--- src/rtl/paquete_riscv.sv ---
// rtl/paquete_riscv.sv - shared opcodes, NOP word and fetch FSM state encoding
package paquete_riscv;

  localparam logic [6:0] OP_TIPO_R = 7'b0110011;
  localparam logic [6:0] OP_LW     = 7'b0000011;
  localparam logic [6:0] OP_SW     = 7'b0100011;
  localparam logic [6:0] OP_BRANCH = 7'b1100011;

  localparam logic [31:0] NOP = 32'h0000_0013;

  typedef enum logic [1:0] {
    REPOSO  = 2'd0,
    PEDIR   = 2'd1,
    ESPERAR = 2'd2,
    LLENO   = 2'd3
  } estado_t;

endpackage

--- src/rtl/etapa_busqueda_registro_pc.sv ---
// rtl/etapa_busqueda_registro_pc.sv - PC register with +4 increment and word-aligned redirect
module registro_pc #(
  parameter int                   ANCHO_DIR = 32,
  parameter logic [ANCHO_DIR-1:0] PC_RESET  = '0
) (
  input  logic                 clk,
  input  logic                 rst,
  input  logic                 i_salto,
  input  logic [ANCHO_DIR-1:0] i_destino,
  input  logic                 i_incrementar,
  output logic [ANCHO_DIR-1:0] o_pc,
  output logic [ANCHO_DIR-1:0] o_pc_sig
);

  logic [ANCHO_DIR-1:0] r_pc;
  logic [ANCHO_DIR-1:0] w_pc_sig;

  // Redirect beats increment; the sum wraps naturally at 2^ANCHO_DIR.
  always_comb begin
    w_pc_sig = r_pc;
    if (i_salto) begin
      w_pc_sig = {i_destino[ANCHO_DIR-1:2], 2'b00};
    end else if (i_incrementar) begin
      w_pc_sig = r_pc + ANCHO_DIR'(4);
    end
  end

  always_ff @(posedge clk or posedge rst) begin
    if (rst) begin
      r_pc <= PC_RESET;
    end else begin
      r_pc <= w_pc_sig;
    end
  end

  assign o_pc     = r_pc;
  assign o_pc_sig = w_pc_sig;

endmodule

--- src/rtl/etapa_busqueda.sv ---
// rtl/etapa_busqueda.sv - instruction fetch stage: one outstanding imem request, registered output to decode
module etapa_busqueda
  import paquete_riscv::*;
#(
  parameter int                   ANCHO_DIR  = 32,
  parameter int                   ANCHO_INST = 32,
  parameter logic [ANCHO_DIR-1:0] PC_RESET   = '0
) (
  input  logic                  clk,
  input  logic                  rst,
  input  logic                  salto_tomado,
  input  logic [ANCHO_DIR-1:0]  pc_destino,
  output logic                  imem_req,
  output logic [ANCHO_DIR-1:0]  imem_dir,
  input  logic                  imem_listo,
  input  logic                  imem_valido,
  input  logic [ANCHO_INST-1:0] imem_dato,
  output logic                  inst_valida,
  output logic [ANCHO_INST-1:0] inst,
  output logic [ANCHO_DIR-1:0]  inst_pc,
  output logic [6:0]            opcode,
  input  logic                  dec_listo
);

  estado_t               r_estado;
  logic                  r_req;
  logic [ANCHO_DIR-1:0]  r_dir;
  logic                  r_valida;
  logic [ANCHO_INST-1:0] r_inst;
  logic [ANCHO_DIR-1:0]  r_inst_pc;
  logic [6:0]            r_opcode;
  logic                  r_descartar;

  logic [ANCHO_DIR-1:0]  w_pc;
  logic [ANCHO_DIR-1:0]  w_pc_sig;
  logic                  w_acepta;
  logic                  w_capturar;

  assign w_acepta   = r_req && imem_listo;
  assign w_capturar = (r_estado == ESPERAR) && imem_valido && !r_descartar && !salto_tomado;

  registro_pc #(
    .ANCHO_DIR (ANCHO_DIR),
    .PC_RESET  (PC_RESET)
  ) u_registro_pc (
    .clk           (clk),
    .rst           (rst),
    .i_salto       (salto_tomado),
    .i_destino     (pc_destino),
    .i_incrementar (w_capturar),
    .o_pc          (w_pc),
    .o_pc_sig      (w_pc_sig)
  );

  // Whenever a request is (re)issued its address is the PC as it will be next cycle.
  always_ff @(posedge clk or posedge rst) begin
    if (rst) begin
      r_estado    <= REPOSO;
      r_req       <= 1'b0;
      r_dir       <= PC_RESET;
      r_valida    <= 1'b0;
      r_inst      <= '0;
      r_inst_pc   <= PC_RESET;
      r_opcode    <= '0;
      r_descartar <= 1'b0;
    end else begin
      case (r_estado)
        REPOSO: begin
          r_estado <= PEDIR;
          r_req    <= 1'b1;
          r_dir    <= w_pc_sig;
        end
        PEDIR: begin
          if (w_acepta) begin
            r_estado    <= ESPERAR;
            r_req       <= 1'b0;
            r_descartar <= salto_tomado;
          end else begin
            r_dir <= w_pc_sig;
          end
        end
        ESPERAR: begin
          if (imem_valido) begin
            r_descartar <= 1'b0;
            if (w_capturar) begin
              r_estado  <= LLENO;
              r_valida  <= 1'b1;
              r_inst    <= imem_dato;
              r_inst_pc <= w_pc;
              r_opcode  <= imem_dato[6:0];
            end else begin
              r_estado <= PEDIR;
              r_req    <= 1'b1;
              r_dir    <= w_pc_sig;
            end
          end else if (salto_tomado) begin
            r_descartar <= 1'b1;
          end
        end
        LLENO: begin
          // A redirect voids a transfer that coincides with it.
          if (salto_tomado || dec_listo) begin
            r_estado <= PEDIR;
            r_valida <= 1'b0;
            r_req    <= 1'b1;
            r_dir    <= w_pc_sig;
          end
        end
        default: r_estado <= REPOSO;
      endcase
    end
  end

  assign imem_req    = r_req;
  assign imem_dir    = r_dir;
  assign inst_valida = r_valida;
  assign inst        = r_inst;
  assign inst_pc     = r_inst_pc;
  assign opcode      = r_opcode;

endmodule

--- config.mk ---
export PLATFORM = sky130hd
export DESIGN_NAME = etapa_busqueda
export DESIGN_NICKNAME = d
export VERILOG_FILES = /design/src/rtl/paquete_riscv.sv /design/src/rtl/etapa_busqueda_registro_pc.sv /design/src/rtl/etapa_busqueda.sv
export SDC_FILE = /design/constraint.sdc
export NUM_CORES = 1
export LEC_CHECK = 0
export CAP_MARGIN = 0
export CORE_MARGIN = 5
export CORE_UTILIZATION = 51
export DETAILED_ROUTE_END_ITERATION = 6
export PLACE_DENSITY = 0.94
export SETUP_SLACK_MARGIN = 0.05
export SYNTH_ARGS = -nofsm -noshare
export SYNTH_HDL_FRONTEND = slang
export SYNTH_HIERARCHICAL = 1
export SYNTH_SLANG_ARGS = --single-unit
--- constraint.sdc ---
create_clock -name clk -period 11.9 [get_ports clk]
set_clock_uncertainty 0.2 [all_clocks]
set_input_delay 3.57 -clock clk [delete_from_list [all_inputs] [get_ports clk]]
set_output_delay 3.57 -clock clk [all_outputs]
set_load 0.005 [all_outputs]
==> impl_results.rst, run 1 <==
.. list-table::
   :header-rows: 1

   * - Metric
     - Value
   * - DRC errors left
     - 0
   * - Vias in the first global route
     - 4,791
   * - Share of synthesized flip-flops with an asynchronous set or reset
     - 100%
   * - Global-route wire length before repair
     - 25.2 mm
   * - Initial antenna violation count
     - 0
   * - Clock Tree Root
     - sky130_fd_sc_hd__clkbuf_16
   * - Count of vias placed by the detailed router
     - 4,467
   * - Largest net degree at the start of global routing
     - 73
   * - Wirelength, routed
     - 15.4 mm
   * - TritonCTS Buffers
     - 17
   * - Number of hold violations in the final report
     - 0
   * - Clk_lat worst skew
     - 0.42 ns
   * - Top Ports
     - 175
   * - Wirelength per Cell
     - 19.6 µm
   * - Largest area contributor in the synthesized netlist
     - sky130_fd_sc_hd__dfrtp_1
   * - Count of warnings emitted by yosys
     - 6
   * - Worst-case setup slack after placement
     - 4.36 ns
   * - Number of gates resized after cts
     - 0
   * - Layout cell share with drive strength beyond 1
     - 21.6%
   * - Largest family of logic cells by synthesized area
     - multiplexers
   * - Unrepaired setup endpoints after global routing
     - false
   * - Comb pwr share
     - 31.7%
   * - Design internal power
     - 0.00138 W
   * - Sort of element at the start of the critical path
     - input pin
   * - Max FO, Critical Path
     - 72
   * - 1st-iter DRT viols
     - 301
   * - Dominant register cell in the synthesized netlist
     - sky130_fd_sc_hd__dfrtp_1
   * - Remaining global-route overflow
     - 0
   * - TritonCTS clock tree
     - done
   * - Top post-synthesis cells by area
     - sky130_fd_sc_hd__dfrtp_1 (56%), sky130_fd_sc_hd__mux2_2 (13%), sky130_fd_sc_hd__mux2_4 (4.3%)
   * - Multi-input gate area in the final layout
     - 2400 µm²
   * - Total die area
     - 14,000 µm²
   * - Outcome
     - complete, no violations
   * - Mean number of vias per cell
     - 5.68
   * - Cell-by-cell trace of the critical path
     - clkdlybuf4s50_1 -> buf_4 -> and4bb_4 -> buf_4 -> nand3_1 -> or4_4 -> or4_1 -> a31oi_1 -> mux2_1
   * - Net count of the mapped netlist
     - 540
   * - Number of clock sinks
     - 133
   * - Filler Cells Inserted
     - 759
   * - Synthesis-to-finish area growth
     - 40.2%
   * - CTS H-tree lvls
     - 4
   * - Number of endpoints failing setup at the final stage
     - 0
   * - Tot GR Track Use
     - 22.5%
   * - Post-synthesis adder-cell area fraction
     - 1.05%
   * - Post-CTS Repair Setup Buffers
     - 0
   * - Die span in y
     - 118 µm
   * - Total core area
     - 11,500 µm²
   * - Clock Power Share
     - 31.1%
   * - Hold/Removal Path Class
     - flop to flop
   * - Leakage component of the power
     - 3.52 nW
   * - Final weighted congestion in routability-driven placement
     - 0.783
   * - Max frequency
     - 0.141 GHz
   * - Number of standard cells after synthesis
     - 465
   * - Number of buffers on the longest clock path
     - 2
   * - Synth Register Bits
     - 133
   * - Required time worst endpoint
     - 12.05 ns
   * - Post-synthesis simple-gate area fraction
     - 11.6%
   * - Initial core utilization
     - 52.1%
   * - Antenna Cells
     - 0
   * - Post-CTS clock slew at the launch and capture registers of the worst setup and hold paths
     - 0.06 ns
   * - Switching share of power
     - 25.9%
   * - Post-DRT Antenna Nets
     - 0
   * - Synthesized-area fraction occupied by xor and xnor cells
     - 1.76%
   * - Post-route setup TNS
     - 0 ns
   * - Overall die width
     - 118 µm
   * - FP Rows
     - 39
   * - Library cell appearing most often on the critical path
     - sky130_fd_sc_hd__buf_4
   * - Max-slew violation total from the final report
     - 0
   * - Synth Cell Area
     - 5980 µm²
   * - Number of distinct library cells after synthesis
     - 50
   * - Critical path start-end classification
     - input pin to flop
   * - Multiplexer share of the synthesized area
     - 19.5%
   * - Fraction of the yosys area taken by sequential cells
     - 55.7%
   * - Relative contribution of sequential cells to total power
     - 37.2%
   * - Final Cycle Share
     - 59.5%
   * - Minimum setup slack among reg-to-reg paths
     - 7.85 ns
   * - Worst ir drop on vdd
     - 0.000134 V
   * - Buffers on Ports
     - 172
   * - Sequential cell area in the final layout
     - 3330 µm²
   * - Number of max-capacitance violations reported
     - 0
   * - Top cell type's share of synthesized area
     - 55.7%
   * - Maximum cell stage delay along the critical path
     - 0.77 ns
   * - Worst rel slew slack
     - 32.2%
   * - Data arrival time of the worst path
     - 7.24 ns
   * - Final worst slack
     - 4.82 ns
   * - Pwr/cell area
     - 223 nW/µm²
   * - Fin nets
     - 705
   * - # hold bufs at CTS
     - 0
   * - Synthesized-area fraction occupied by ao, oa, aoi and oai cells
     - 6.26%
   * - Mean instance size in the synthesized netlist
     - 12.9 µm²
   * - Switching power
     - 0.000484 W
   * - DR pass1 iterations
     - 4
   * - Post-layout min period
     - 7.08 ns
   * - Number of enable-type register cells in the synthesized netlist
     - 0
   * - Category of the worst setup path capture point
     - flop
   * - Worst Tran Pin Value
     - 1.02 ns
   * - HPWL after detailed placement
     - 10.8 mm
   * - Slowest stage cell, crit path
     - sky130_fd_sc_hd__buf_4
layout by cell type (no fill, tap or decap), types with 6 or more instances in the layout:
cell type	Yosys	routed
sky130_fd_sc_hd__o31ai_1	10	10
sky130_fd_sc_hd__dfrtp_1	133	133
sky130_fd_sc_hd__o211ai_1	6	6
sky130_fd_sc_hd__nand4_1	8	8
sky130_fd_sc_hd__nor2_1	16	16
sky130_fd_sc_hd__o21ai_0	15	15
sky130_fd_sc_hd__clkbuf_16	0	17
sky130_fd_sc_hd__nand3_1	16	16
sky130_fd_sc_hd__clkinvlp_4	0	6
sky130_fd_sc_hd__nand2_1	30	30
sky130_fd_sc_hd__mux2_2	67	67
sky130_fd_sc_hd__inv_1	11	10
sky130_fd_sc_hd__clkdlybuf4s50_1	0	172
sky130_fd_sc_hd__xnor2_1	7	7
sky130_fd_sc_hd__mux2_1	12	12
sky130_fd_sc_hd__or4_1	15	15
sky130_fd_sc_hd__mux2_4	17	17
sky130_fd_sc_hd__a31oi_1	14	14
worst max-delay path: cells and delay by family:
kind                   cells  cell delay (ns)
and+or+nand+nor            4             1.81
buffers and inverters      3             1.43
AOI/OAI and AO/OA          1             0.24
muxes                      1             0.17
routing by layer:
| layer | GRT usage, % | vias to the layer above | routed length [µm] |
|---|---|---|---|
| li1 | - | 2027 | - |
| met1 | 26.4 | 2256 | 6060 |
| met2 | 38.5 | 159 | 8020 |
| met3 | 6.83 | 25 | 975 |
| met4 | 8.89 | 0 | 328 |
| met5 | 0 | - | 0 |
flip-flops by register name (all words and copies together) (netlist names):
name,flops
inst,32
u_registro_pc/o_pc,32
r_estado,2
imem_req,1
inst_pc,32
imem_dir,32
r_descartar,1
inst_valida,1
final timing paths:
kind,cells after the start,from,end
worst max register to register,9,r_estado[0]$_DFFE_PP0P_,imem_dir[23]$_DFFE_PP0P_
max in group asynchronous,3,rst,inst_pc[5]$_DFFE_PP0P_
worst max-delay path,9,salto_tomado,imem_dir[23]$_DFFE_PP0P_
worst min-delay path,1,imem_dir[27]$_DFFE_PP0P_,imem_dir[27]$_DFFE_PP0P_
worst min register to register,1,imem_dir[27]$_DFFE_PP0P_,imem_dir[27]$_DFFE_PP0P_
min in group asynchronous,2,rst,inst_pc[9]$_DFFE_PP0P_
logic make-up (layout without fill, tap and decap cells):
group | count (synthesis) | in the layout
fa+ha+maj | 5 | 5
compound gates | 55 | 55
xor+xnor | 12 | 12
buf+inv | 42 | 220
simple gates | 120 | 120
flops | 133 | 133
mux | 98 | 98
power groups by stage:
stage	combinational, W	sequential (W)	clock, W
finish	0.000591	0.000695	0.000582
global route	0.000633	0.000715	0.000610
CTS	0.000603	0.000696	0.000589
detailed placement	0.000598	0.000700	0
global placement	0.000577	0.000690	0
floorplan	0.000238	0.000695	0
final cells by class:
cell class,instances,area share [%]
clock buffer,20,5.57
multi-input combinational,290,28.7
sequential,133,39.7
tap,143,2.14
clock inverter,12,2.39
inverter,11,0.523
timing repair buffer,177,21.0
per-stage QoR:
stage / instance area [µm²] / power [W] / hold WS (ns) / cells / utilization [%]
2_1_floorplan: 5980 / 0.000933 / 0.273 / 465 / -
3_3_place_gp: 7710 / 0.00127 / 0.271 / 754 / 67.3
3_5_place_dp: 7710 / 0.00130 / 0.281 / 754 / 67.3
4_1_cts: 8380 / 0.00189 / 0.289 / 786 / 73.1
5_1_grt: 8380 / 0.00196 / 0.317 / 786 / 73.1
6_report: 8380 / 0.00187 / 0.284 / 786 / 73.1
cell usage after synthesis (all sizes together) (2+ instances only):
| cell | number |
|---|---|
| nor2 | 16 |
| a31oi | 14 |
| or3 | 3 |
| mux2i | 2 |
| or4 | 20 |
| nand2 | 30 |
| or2 | 3 |
| nand3 | 18 |
| clkbuf | 10 |
| o211ai | 6 |
| mux2 | 96 |
| o41ai | 2 |
| nand4 | 8 |
| inv | 11 |
| a21oi | 2 |
| nor4 | 3 |
| o31ai | 10 |
| and3 | 3 |
| xor2 | 5 |
| nor2b | 4 |
| buf | 21 |
| a211oi | 2 |
| o21ai | 16 |
| nand2b | 2 |
| ha | 5 |
| xnor2 | 7 |
| dfrtp | 133 |
Note: power is estimated with default switching activity, not from simulation.
==> run 2: changes to the inputs <==
--- a/config.mk
+++ b/config.mk
@@ -7,9 +7,9 @@
 export LEC_CHECK = 0
 export CAP_MARGIN = 0
 export CORE_MARGIN = 5
-export CORE_UTILIZATION = 51
+export CORE_UTILIZATION = 48
 export DETAILED_ROUTE_END_ITERATION = 6
-export PLACE_DENSITY = 0.94
+export PLACE_DENSITY = 0.9
 export SETUP_SLACK_MARGIN = 0.05
 export SYNTH_ARGS = -nofsm -noshare
 export SYNTH_HDL_FRONTEND = slang
==> constraint.sdc (replaced) <==
create_clock -name clk -period 7.25 [get_ports clk]
set_clock_uncertainty 0.2 [all_clocks]
set_input_delay 2.175 -clock clk [delete_from_list [all_inputs] [get_ports clk]]
set_output_delay 2.175 -clock clk [all_outputs]
set_load 0.005 [all_outputs]
==> impl_results.rst, run 2 (synthesized netlist as in run 1, its figures left out) <==
.. list-table::
   :header-rows: 1

   * - Metric
     - Value
   * - DRC errors left
     - 0
   * - Count of buffer and inverter cells on the critical path
     - 1
   * - Total routed wire length on the met1 layer
     - 6.21 mm
   * - Met2 Wirelength
     - 8.11 mm
   * - Post-CTS Repair Setup Buffers
     - 0
   * - Clk_lat worst skew
     - 0.42 ns
   * - Most common cell after layout, fill and taps aside
     - sky130_fd_sc_hd__clkdlybuf4s50_1
   * - Pwr/cell area
     - 350 nW/µm²
   * - Post-layout min period
     - 5.50 ns
   * - Cell count of the worst hold path
     - 1
   * - Post-DRT Antenna Nets
     - 0
   * - TritonCTS clock tree
     - done
   * - Max frequency
     - 0.182 GHz
   * - Die span in y
     - 122 µm
   * - Slowest stage cell, crit path
     - sky130_fd_sc_hd__or3_1
   * - Global-route wire length before repair
     - 24.9 mm
   * - Category of the worst setup path capture point
     - flop
   * - Outcome
     - complete, no violations
   * - Worst Tran Pin Value
     - 0.840 ns
   * - Cell family contributing the most delay on the critical path
     - simple AND/OR/NAND/NOR gates
   * - Data arrival time of the worst path
     - 5.65 ns
   * - Final weighted congestion in routability-driven placement
     - 0.871
   * - Filler Cells Inserted
     - 886
   * - HPWL after detailed placement
     - 11.0 mm
   * - Top Ports
     - 175
   * - # hold bufs at CTS
     - 0
   * - Tot GR Track Use
     - 21.7%
   * - Remaining global-route overflow
     - 0
   * - 1st-iter DRT viols
     - 318
   * - Number of gates resized after cts
     - 0
   * - Initial antenna violation count
     - 0
   * - Leakage component of the power
     - 3.49 nW
   * - Number of cells traversed by the worst register-to-register path
     - 8
   * - Uppermost layer routed
     - met4
   * - Sort of element at the start of the critical path
     - input pin
   * - Worst ir drop on vdd
     - 0.000193 V
   * - Vias in the first global route
     - 4,825
   * - Buffers on Ports
     - 172
   * - Post-CTS clock slew at the launch and capture registers of the worst setup and hold paths
     - 0.05 ns
   * - DR pass1 iterations
     - 4
   * - Number of max-capacitance violations reported
     - 0
   * - Hold/Removal Path Class
     - flop to flop
   * - Cell-by-cell trace of the critical path
     - clkdlybuf4s50_1 -> and4bb_4 -> nand4_1 -> or3_1 -> or4_1 -> a31oi_1 -> mux2_1
   * - Max FO, Critical Path
     - 38
   * - CTS H-tree lvls
     - 4
   * - FP Rows
     - 40
   * - Worst rel slew slack
     - 43.9%
   * - Util after Layout
     - 68.5%
   * - Number of cells after detailed placement
     - 779
   * - Synthesis-to-finish area growth
     - 38.8%
   * - Layout cell share with drive strength beyond 1
     - 20.9%
   * - Wirelength, routed
     - 15.5 mm
   * - Commonest cells after routing, fill and taps aside
     - sky130_fd_sc_hd__clkdlybuf4s50_1 (172), sky130_fd_sc_hd__dfrtp_1 (133), sky130_fd_sc_hd__mux2_2 (67)
   * - Required time worst endpoint
     - 7.40 ns
   * - Count of cell instances traversed by the critical path
     - 7
   * - Maximum cell stage delay along the critical path
     - 0.70 ns
   * - Initial core utilization
     - 49.4%
   * - Number of endpoints failing setup at the final stage
     - 0
   * - Wirelength per Cell
     - 19.2 µm
   * - Total die area
     - 14,800 µm²
   * - Critical path start-end classification
     - input pin to flop
   * - Post-route setup TNS
     - 0 ns
   * - Total core area
     - 12,100 µm²
   * - Largest net degree at the start of global routing
     - 57
   * - Mean number of vias per cell
     - 5.48
   * - Overall die width
     - 122 µm
   * - Max-slew violation total from the final report
     - 0
   * - Design Power
     - 0.00290 W
   * - Clock Tree Root
     - sky130_fd_sc_hd__clkbuf_16
   * - Non-filler cells, final
     - 810
   * - Number of hold violations in the final report
     - 0
   * - Final Cycle Share
     - 75.9%
   * - Number of buffers on the longest clock path
     - 2
   * - TritonCTS Buffers
     - 17
   * - Number of clock sinks
     - 133
   * - Antenna Cells
     - 0
   * - Count of vias placed by the detailed router
     - 4,438
   * - Metal3 WL
     - 1.00 mm
   * - Fin nets
     - 705
   * - Unrepaired setup endpoints after global routing
     - false
run 2: cell count changes in the layout (fill, tap and decap cells not counted):
| cell | change |
|---|---|
| sky130_fd_sc_hd__clkinvlp_4 | -6 |
| sky130_fd_sc_hd__bufinv_16 | -5 |
| sky130_fd_sc_hd__clkbuf_1 | +4 |
| sky130_fd_sc_hd__clkinv_2 | +2 |
| sky130_fd_sc_hd__clkbuf_8 | +4 |
run 2: report_power, final:
part	leakage [nW]	internal (W)	total (W)	switching, W
Clock	0.276	0.000497	0.000789	0.000292
Sequential	1.67	0.000982	0.00114	0.000161
Combinational	1.54	0.000654	0.000973	0.000319
Total	3.49	0.00213	0.00290	0.000772
run 2: worst paths after layout:
kind                                            endpoint                     start  slack (ns)
worst max-delay path            imem_dir[22]$_DFFE_PP0P_               imem_valido        1.75
worst min-delay path            imem_dir[28]$_DFFE_PP0P_  imem_dir[28]$_DFFE_PP0P_        0.28
worst max register to register  imem_dir[22]$_DFFE_PP0P_   r_estado[0]$_DFFE_PP0P_        3.18
worst min register to register  imem_dir[28]$_DFFE_PP0P_  imem_dir[28]$_DFFE_PP0P_        0.28
max in group asynchronous         inst_pc[4]$_DFFE_PP0P_                       rst        3.66
min in group asynchronous        imem_dir[9]$_DFFE_PP0P_                       rst        2.00
run 2: area by class of cell:
cell class,instances,area (µm²),share of cell area [%]
Clock buffer,28,537,6.47
Clock inverter,3,15.0,0.181
Inverter,11,43.8,0.528
Multi-Input combinational cell,290,2400,29.0
Sequential cell,133,3330,40.1
Tap cell,168,210,2.53
Timing Repair Buffer,177,1760,21.2
run 2: through the flow:
| step | instance area, µm² | hold WS (ns) | setup WS (ns) |
|---|---|---|---|
| after floorplan | 5980 | 0.273 | 2.23 |
| after global placement | 7740 | 0.270 | 1.43 |
| after detailed placement | 7740 | 0.275 | 1.36 |
| after CTS | 8300 | 0.287 | 1.78 |
| after global routing | 8300 | 0.305 | 1.62 |
| final | 8300 | 0.282 | 1.75 |
run 2: routing by layer:
| metal | global-route usage (%) | vias up |
|---|---|---|
| met3 | 6.22 | 18 |
| li1 | - | 2018 |
| met5 | 0 | - |
| met1 | 26.1 | 2239 |
| met2 | 37.2 | 163 |
| met4 | 7.84 | 0 |
run 2: worst register-to-register path, cell delays in order, from the launching register on:
cell	delay, ns
sky130_fd_sc_hd__dfrtp_1	0.42
sky130_fd_sc_hd__inv_1	0.10
sky130_fd_sc_hd__ha_1	0.38
sky130_fd_sc_hd__and4bb_4	0.68
sky130_fd_sc_hd__nand4_1	0.63
sky130_fd_sc_hd__or3_1	0.71
sky130_fd_sc_hd__or4_1	0.51
sky130_fd_sc_hd__a31oi_1	0.23
sky130_fd_sc_hd__mux2_1	0.16
